### src/rtl/if_fetch_ctrl_pkg.sv
// rtl/if_fetch_ctrl_pkg.sv - shared widths, PC step and fetch FSM state encoding
package if_fetch_ctrl_pkg;

    localparam int CPU_WIDTH  = 32;
    localparam int INST_W_DEF = 32;
    localparam logic [CPU_WIDTH-1:0] PC_STEP = CPU_WIDTH'(4);

    typedef enum logic [1:0] {
        S_REQ  = 2'd0,
        S_WAIT = 2'd1,
        S_DROP = 2'd2
    } if_state_e;

    function automatic logic [CPU_WIDTH-1:0] next_seq_pc(input logic [CPU_WIDTH-1:0] pc);
        return pc + PC_STEP;
    endfunction

endpackage

### src/rtl/if_inst_buf.sv
// rtl/if_inst_buf.sv - one-entry valid/ready holding register for {inst, pc} with flush
module if_inst_buf #(
    parameter int INST_W = 32,
    parameter int PC_W   = 32
) (
    input  logic              clk,
    input  logic              rst_n,
    input  logic              flush,
    input  logic              wr_en,
    input  logic [INST_W-1:0] wr_inst,
    input  logic [PC_W-1:0]   wr_pc,
    output logic              valid,
    input  logic              ready,
    output logic [INST_W-1:0] inst,
    output logic [PC_W-1:0]   pc
);

    logic              valid_q;
    logic [INST_W-1:0] inst_q;
    logic [PC_W-1:0]   pc_q;

    // Flush wins over both fill and pop so a wrong-path entry can never be consumed.
    always_ff @(posedge clk or negedge rst_n) begin
        if (!rst_n) begin
            valid_q <= 1'b0;
            inst_q  <= '0;
            pc_q    <= '0;
        end else if (flush) begin
            valid_q <= 1'b0;
        end else if (wr_en) begin
            valid_q <= 1'b1;
            inst_q  <= wr_inst;
            pc_q    <= wr_pc;
        end else if (valid_q && ready) begin
            valid_q <= 1'b0;
        end
    end

    assign valid = valid_q;
    assign inst  = inst_q;
    assign pc    = pc_q;

    a_no_fill_when_full: assert property (@(posedge clk) disable iff (!rst_n) !(wr_en && valid_q));

endmodule

### src/rtl/if_fetch_ctrl.sv
// rtl/if_fetch_ctrl.sv - fetch sequencer: owns fetch PC, one outstanding imem request, redirect flush
module if_fetch_ctrl
    import if_fetch_ctrl_pkg::*;
#(
    parameter logic [CPU_WIDTH-1:0] RESET_PC = '0,
    parameter int                   INST_W   = INST_W_DEF
) (
    input  logic                 clk,
    input  logic                 rst_n,
    input  logic                 ena,
    input  logic                 redirect,
    input  logic [CPU_WIDTH-1:0] redirect_pc,
    output logic                 imem_req,
    output logic [CPU_WIDTH-1:0] imem_addr,
    input  logic                 imem_gnt,
    input  logic                 imem_rvalid,
    input  logic [INST_W-1:0]    imem_rdata,
    output logic                 inst_valid,
    input  logic                 inst_ready,
    output logic [INST_W-1:0]    inst,
    output logic [CPU_WIDTH-1:0] inst_pc
);

    if_state_e              state_q, state_d;
    logic [CPU_WIDTH-1:0]   pc_q, pc_d;
    logic [CPU_WIDTH-1:0]   ofs_pc_q;
    logic                   issue;
    logic                   buf_wr;

    // Issuing only when the buffer is empty or draining guarantees room for the response.
    assign imem_req  = rst_n && (state_q == S_REQ) && ena && !redirect && (!inst_valid || inst_ready);
    assign imem_addr = pc_q;
    assign issue     = imem_req && imem_gnt;
    assign buf_wr    = (state_q == S_WAIT) && imem_rvalid && !redirect;

    always_ff @(posedge clk or negedge rst_n) begin
        if (!rst_n) begin
            state_q  <= S_REQ;
            pc_q     <= RESET_PC;
            ofs_pc_q <= RESET_PC;
        end else begin
            state_q <= state_d;
            pc_q    <= pc_d;
            if (issue) begin
                ofs_pc_q <= pc_q;
            end
        end
    end

    always_comb begin
        state_d = state_q;
        pc_d    = pc_q;

        if (redirect) begin
            pc_d = redirect_pc;
        end else if (issue) begin
            pc_d = next_seq_pc(pc_q);
        end

        unique case (state_q)
            S_REQ: begin
                if (issue) begin
                    state_d = S_WAIT;
                end
            end
            S_WAIT: begin
                if (imem_rvalid) begin
                    state_d = S_REQ;
                end else if (redirect) begin
                    state_d = S_DROP;
                end
            end
            S_DROP: begin
                if (imem_rvalid) begin
                    state_d = S_REQ;
                end
            end
            default: begin
                state_d = S_REQ;
            end
        endcase
    end

    if_inst_buf #(
        .INST_W (INST_W),
        .PC_W   (CPU_WIDTH)
    ) u_inst_buf (
        .clk     (clk),
        .rst_n   (rst_n),
        .flush   (redirect),
        .wr_en   (buf_wr),
        .wr_inst (imem_rdata),
        .wr_pc   (ofs_pc_q),
        .valid   (inst_valid),
        .ready   (inst_ready),
        .inst    (inst),
        .pc      (inst_pc)
    );

    a_rvalid_only_when_outstanding: assert property (@(posedge clk) disable iff (!rst_n)
        !((state_q == S_REQ) && imem_rvalid));

endmodule

### config.mk
export PLATFORM = sky130hd
export DESIGN_NAME = if_fetch_ctrl
export DESIGN_NICKNAME = d
export VERILOG_FILES = /design/src/rtl/if_fetch_ctrl_pkg.sv /design/src/rtl/if_inst_buf.sv /design/src/rtl/if_fetch_ctrl.sv
export SDC_FILE = /design/constraint.sdc
export NUM_CORES = 1
export LEC_CHECK = 0
export CORE_MARGIN = 10
export CORE_UTILIZATION = 47
export DETAILED_ROUTE_END_ITERATION = 12
export GPL_TIMING_DRIVEN = 0
export PLACE_DENSITY = 0.86
export SYNTH_ARGS = -nofsm -noshare
export SYNTH_HDL_FRONTEND = slang
export SYNTH_SLANG_ARGS = --single-unit
### constraint.sdc
create_clock -name clk -period 2.1 [get_ports clk]
set_input_delay 0.315 -clock clk [delete_from_list [all_inputs] [get_ports clk]]
set_output_delay 0.315 -clock clk [all_outputs]
set_load 0.05 [all_outputs]
Yosys cells after proc, flatten, opt, wreduce, memory -nomap -nowiden. Index checks and enable logic that the tools add are counted.

Logic and storage cells: 39. Output and inout port bits: 98. Flip-flop bits (word level): 131. Input bits: 71.

Reduce and logical (&&, ||, !) cells: 16. Equality and inequality tests: 5. Muxes and demuxes: 10. Add/subtract/negate cells: 1. Bitwise operators: 1.

Operators with widths (count): $mux W32 (2); $add A32 B3 Y32 const B (1); $logic_and A1 B1 Y1 (8); $mux W2 (4); $pmux W2 S3 (1); $ne A2 B2 Y1 const B (2); $mux W1 (3); $ne A3 B3 Y1 const B (1); $reduce_and A3 Y1 (1); $reduce_bool A3 Y1 (1); $eq A2 B1 Y1 const B (1); $eq A2 B2 Y1 const B (1); $logic_not A1 Y1 (2); $logic_not A2 Y1 (1); $reduce_and A2 Y1 (1); $reduce_bool A2 Y1 (1); $logic_or A1 B1 Y1 (1); $not A1 Y1 (1).

Depth between registers and ports, before layout.
Depth in word-level cells: 8. Mapped depth: 9. Depth with buffers taken out: 6.

Hierarchy. Synthesis repeated with hierarchy kept, for this count alone.

Cells, all modules: 518. Area total of the unflattened synthesis: 6090.8 sq um.

By module, submodules not included: if_fetch_ctrl (area each 3349.5 sq um, times used 1, cells an instance 378, sequential area each 1651.6 sq um); if_inst_buf (area each 2741.4 sq um, times used 1, cells an instance 140, sequential area each 1626.6 sq um).

Least setup slack after synthesis. OpenSTA, ideal clock, no wires.

Path type: reg2out. From: reg u_inst_buf.valid_q, in the netlist u_inst_buf.valid. To: out imem_req. Slack: -0.496 ns. Path buffers: 0. Cell stages (with the launch flop): 4. Required time: 1.785 ns. Arrival time: 2.281 ns. Cell sequence: dfrtp_1 -> nand2b_1 -> nand3_1 -> nor4_1.

Longest elaborated chain between the ends: 3.

Ends and longest elaborated chain: from (decl) (RTL line if_inst_buf.sv:18) `logic valid_q;`; from (signal assigned) (RTL line if_inst_buf.sv:25) `valid_q <= 1'b0;`; from (signal assigned) (RTL line if_inst_buf.sv:29) `valid_q <= 1'b0;`; from (signal assigned) (RTL line if_inst_buf.sv:31) `valid_q <= 1'b1;`; $logic_not A1 Y1 (RTL line if_fetch_ctrl.sv:31) `assign imem_req = rst_n && (state_q == S_REQ) && ena && !redirect && (!inst_valid || inst_ready);`; $logic_or A1 B1 Y1 (RTL line if_fetch_ctrl.sv:31); $logic_and A1 B1 Y1 (RTL line if_fetch_ctrl.sv:31); to (decl) (RTL line if_fetch_ctrl.sv:13) `output logic imem_req,`.

No other way between the ends.

Worst setup path in the final report.
From: reg pc_q[2], in the netlist imem_addr[2]. To: reg pc_q[28], in the netlist imem_addr[28].

Longest elaborated chain between the ends: 3.

Ends and longest elaborated chain: from (decl) (RTL line if_fetch_ctrl.sv:25) `logic [CPU_WIDTH-1:0] pc_q, pc_d;`; from (signal assigned) (RTL line if_fetch_ctrl.sv:43) `pc_q <= pc_d;`; $add A32 B3 Y32 (RTL line if_fetch_ctrl_pkg.sv:15) `return pc + PC_STEP;`; $mux W32 (RTL line if_fetch_ctrl.sv:56) `end else if (issue) begin`; $mux W32 (RTL line if_fetch_ctrl.sv:54) `if (redirect) begin`.

No other way between the ends. The select of a mux whose other input is x is not followed. A chain may end at the register's enable or synchronous reset.

==> metrics.md <==
| Metric | Value |
|---|---|
| Worst clock skew | approximately 16 ps |
| Crit path cell chain | ha_2 -> nand3_4 -> nor4_4 -> nand3_2 -> or4_1 -> nand3_1 |
| DIE AREA | ~17000 µm² |
| Slowest stage delay, CP | roughly 440 ps |
| Placeable Area | between 10000 and 15000 µm² |
| Port-buffer cells | between 150 and 200 |
| # IOs | approximately 170 |
| Fraction of layout cells with a size suffix above 1 | roughly a fifth |
| Critical-path maximum fanout | 7 |
| Combinational family with the most area after synthesis | simple AND/OR/NAND/NOR gates |
| Die W | around 130 µm |
| Setup TNS | 0 ps |
| Critical path launch point type | flop |
| Clk buf depth | 2 |
| Mapped Nets | just under 600 |
| Mux cell area share after synthesis | 13.4% |
| Syn avg cell area | between 10 and 15 µm² |
| Worst relative slew slack | ~57% |
| Drt pass-1 iters | 6 |
| Site Rows | 40 |
| Count leader, synth | dfrtp_1 |
| Synth Area in Simple Gates | 18.8% |
| DP HPWL | about 13 mm |
| Initial core utilization | 47.6% |
| Clock sinks | between 100 and 150 |
| Seq/Total Area, Yosys | 57.6% |
| Commonest cells post-synth | dfrtp_1, nand2_1, mux2_2 |
| Drc violations | 0 |
| Vias in the first global route | between 5000 and 6000 |
| Global route overflow | 0 |
| Number of vias per cell | about 5.6 |
| Max Cap Viol | 0 |
| Synth unique cells | 43 |
| Xor/xnor share of the synthesized area | less than 1% |
| Total Routing Usage GR | between 20 and 25% |
| Slew at the pin closest to its max-slew limit | around 650 ps |
| Total power | about 9000 µW |
| Most used DFF post-synth | dfrtp_1 |
| Gate Count Post-Synth | just over 500 |
| Clock-pin slew on the worst setup and hold paths | 60 ps |
| WP data required | ~2400 ps |
| Synth area leaders | dfrtp_1, mux2_2, nand2_1, nand3_1, o21ai_0 |
| Critical path class | flop to flop |
| DIE HEIGHT | approximately 130 µm |
| P_leak | around 0.0039 µW |
| Post-synthesis compound-gate area fraction | about 6.9% |
| FMAX | 483 MHz |
| DR WL/cell | 20.1 µm |
| CTS root buf | clkbuf_16 |
| Peak VDD IR | 0.623 mV |
| Hold WC Path Type | input pin to asynchronous set/reset pin |
| Fillers | ~910 |
| Largest area contributor in the netlist | dfrtp_1 |
| Initial antenna violation count | 1 |
| Fin crit share | about 99% |
| Endpoint type of the worst setup path | flop |
| Power per Cell Area | ~1100 nW/µm² |
| Hold Violations, Final | 8 |
| Routed wire length | between 15 and 20 mm |
| Worst skew pair latency | approximately 420 ps |
| Nets | between 700 and 800 |
| Failing checks | negative hold slack |
| Mapped Area | approximately 5700 µm² |
| Util after Layout | roughly 70% |
| Run status | finished with violations |
| EDFF count, synth | 0 |
| Routability cong. | around 0.9 |
| Yosys Warn Count | 0 |
| Largest net degree at the start of global routing | 47 |
| DRT iter0 DRCs | between 400 and 500 |
| Slew Limit Fails | 0 |
| TritonCTS Buffers | 17 |
| Adder-cell share of the synthesized area | less than 1% |
| CTS tree | done |
| DR vias | around 4800 |
| Layout area overhead | 46.3% |
| Setup-failing EPs final | 0 |
| Async S/R FF share, synth | 100% |
| Hold Slack | -6.38 ps |
| First-pass GRT wire length | ~27 mm |
| Synth Register Bits | about 130 |
| CP max stage cell | nor4_4 |
| H-tree depth | 4 |
| Min cycle time layout | 2070 ps |
| Antenna-violating nets left | 0 |
| Yosys top cell area share | 57.6% |
| Crit path DAT | 2410 ps |
cell families after synthesis:
logic type | count (synthesis)
AOI/OAI and AO/OA | 60
adders and majority gates | 1
and+or+nand+nor | 215
buffers and inverters | 35
DFF | 131
xor gates and xnor gates | 2
muxes | 68
power breakdown:
part	switching [µW]	total [µW]	internal (µW)
Sequential	334	3350	3020
Clock	1040	2760	1720
Combinational	1830	2880	1050
Total	3190	8990	5790
per-stage QoR:
| stage | cells | worst slack, ps | instance area [µm²] |
|---|---|---|---|
| after floorplan | 512 | -4.78 | 5710 |
| after global placement | 826 | -4760 | 7570 |
| after detailed placement | 827 | -565 | 7590 |
| after CTS | 864 | 8.71 | 8260 |
| after global routing | 866 | -31.2 | 8330 |
| final | 867 | 29.7 | 8330 |
cells in the final DEF (no fill, tap or decap), types with 3 or more instances in the layout:
cell type	instances
nor4_4	4
nand3_1	20
clkdlybuf4s50_1	152
clkinv_2	4
o211ai_1	9
mux2_2	67
nor3_1	5
nand3_2	3
nand3b_1	5
buf_2	15
nand4_1	10
nor2_1	20
a31oi_1	5
dfrtp_1	128
or3_1	5
a32oi_1	4
a22oi_1	5
clkbuf_4	3
clkbuf_8	7
o21ai_0	19
dlygate4sd2_1	3
nand2_1	123
a221o_1	3
a21oi_1	8
clkbuf_16	17
and3_1	3
inv_1	4
clkbuf_2	3
dfrtp_2	3
clkbuf_1	13
dlymetal6s2s_1	10
layout make-up:
type                            instances  area [µm²]  share of cell area [%]
Buffer                                 31         158                    1.89
Antenna cell                            1        2.50                  0.0300
Tap cell                              147         184                    2.21
Clock buffer                           28         537                    6.44
Multi-Input combinational cell        346        2290                    27.4
Clock inverter                          4        20.0                   0.240
Sequential cell                       131        3280                    39.4
Timing Repair Buffer                  175        1850                    22.2
Inverter                                4        15.0                   0.180
registers in the layout, indices dropped and copies added (netlist names):
register and count:
state_q 2, ofs_pc_q 32, imem_addr 32, u_inst_buf.pc 32, u_inst_buf.inst 32, u_inst_buf.valid 1
worst max-delay path, delay by kind of cell, from the launching register on:
family | cells | cell delay, ps
and+or+nand+nor | 5 | 1310
DFF | 1 | 430
adders and majority gates | 1 | 240
repair_timing:
action / CTS / global route
resized for setup: 7 / 23
hold buffers: 4 / 0
cloned: 1 / 0
setup buffers: 0 / 2
pin swaps: 0 / 2
setup endpoints to repair: 31 / 34
endpoints found under the hold margin: 40 / 0
worst paths after layout:
| path | end | slack [ps] | cells after the start | start |
|---|---|---|---|---|
| hold reg to reg | ofs_pc_q[1] | 480 | 2 | ofs_pc_q[1] |
| max in group asynchronous | u_inst_buf.inst[24] | 1330 | 4 | rst_n |
| min in group clk | state_q[1] | 370 | 4 | redirect |
| setup / recovery | imem_addr[28] | 30 | 6 | imem_addr[2] |
| hold / removal | ofs_pc_q[23] | -6 | 3 | rst_n |
| setup reg to reg | imem_addr[28] | 30 | 6 | imem_addr[2] |
layer usage:
layer / part of all wire (%) / wire, µm / GRT usage [%] / vias up
met1: 38 / 6640 / 23.7 / 2343
met3: 10 / 1820 / 7.95 / 29
li1: - / - / - / 2193
met2: 50 / 8650 / 34.2 / 262
met5: 0 / 0 / 0 / -
met4: 2.0 / 343 / 8.27 / 0
(Power assumes the default switching activity.)
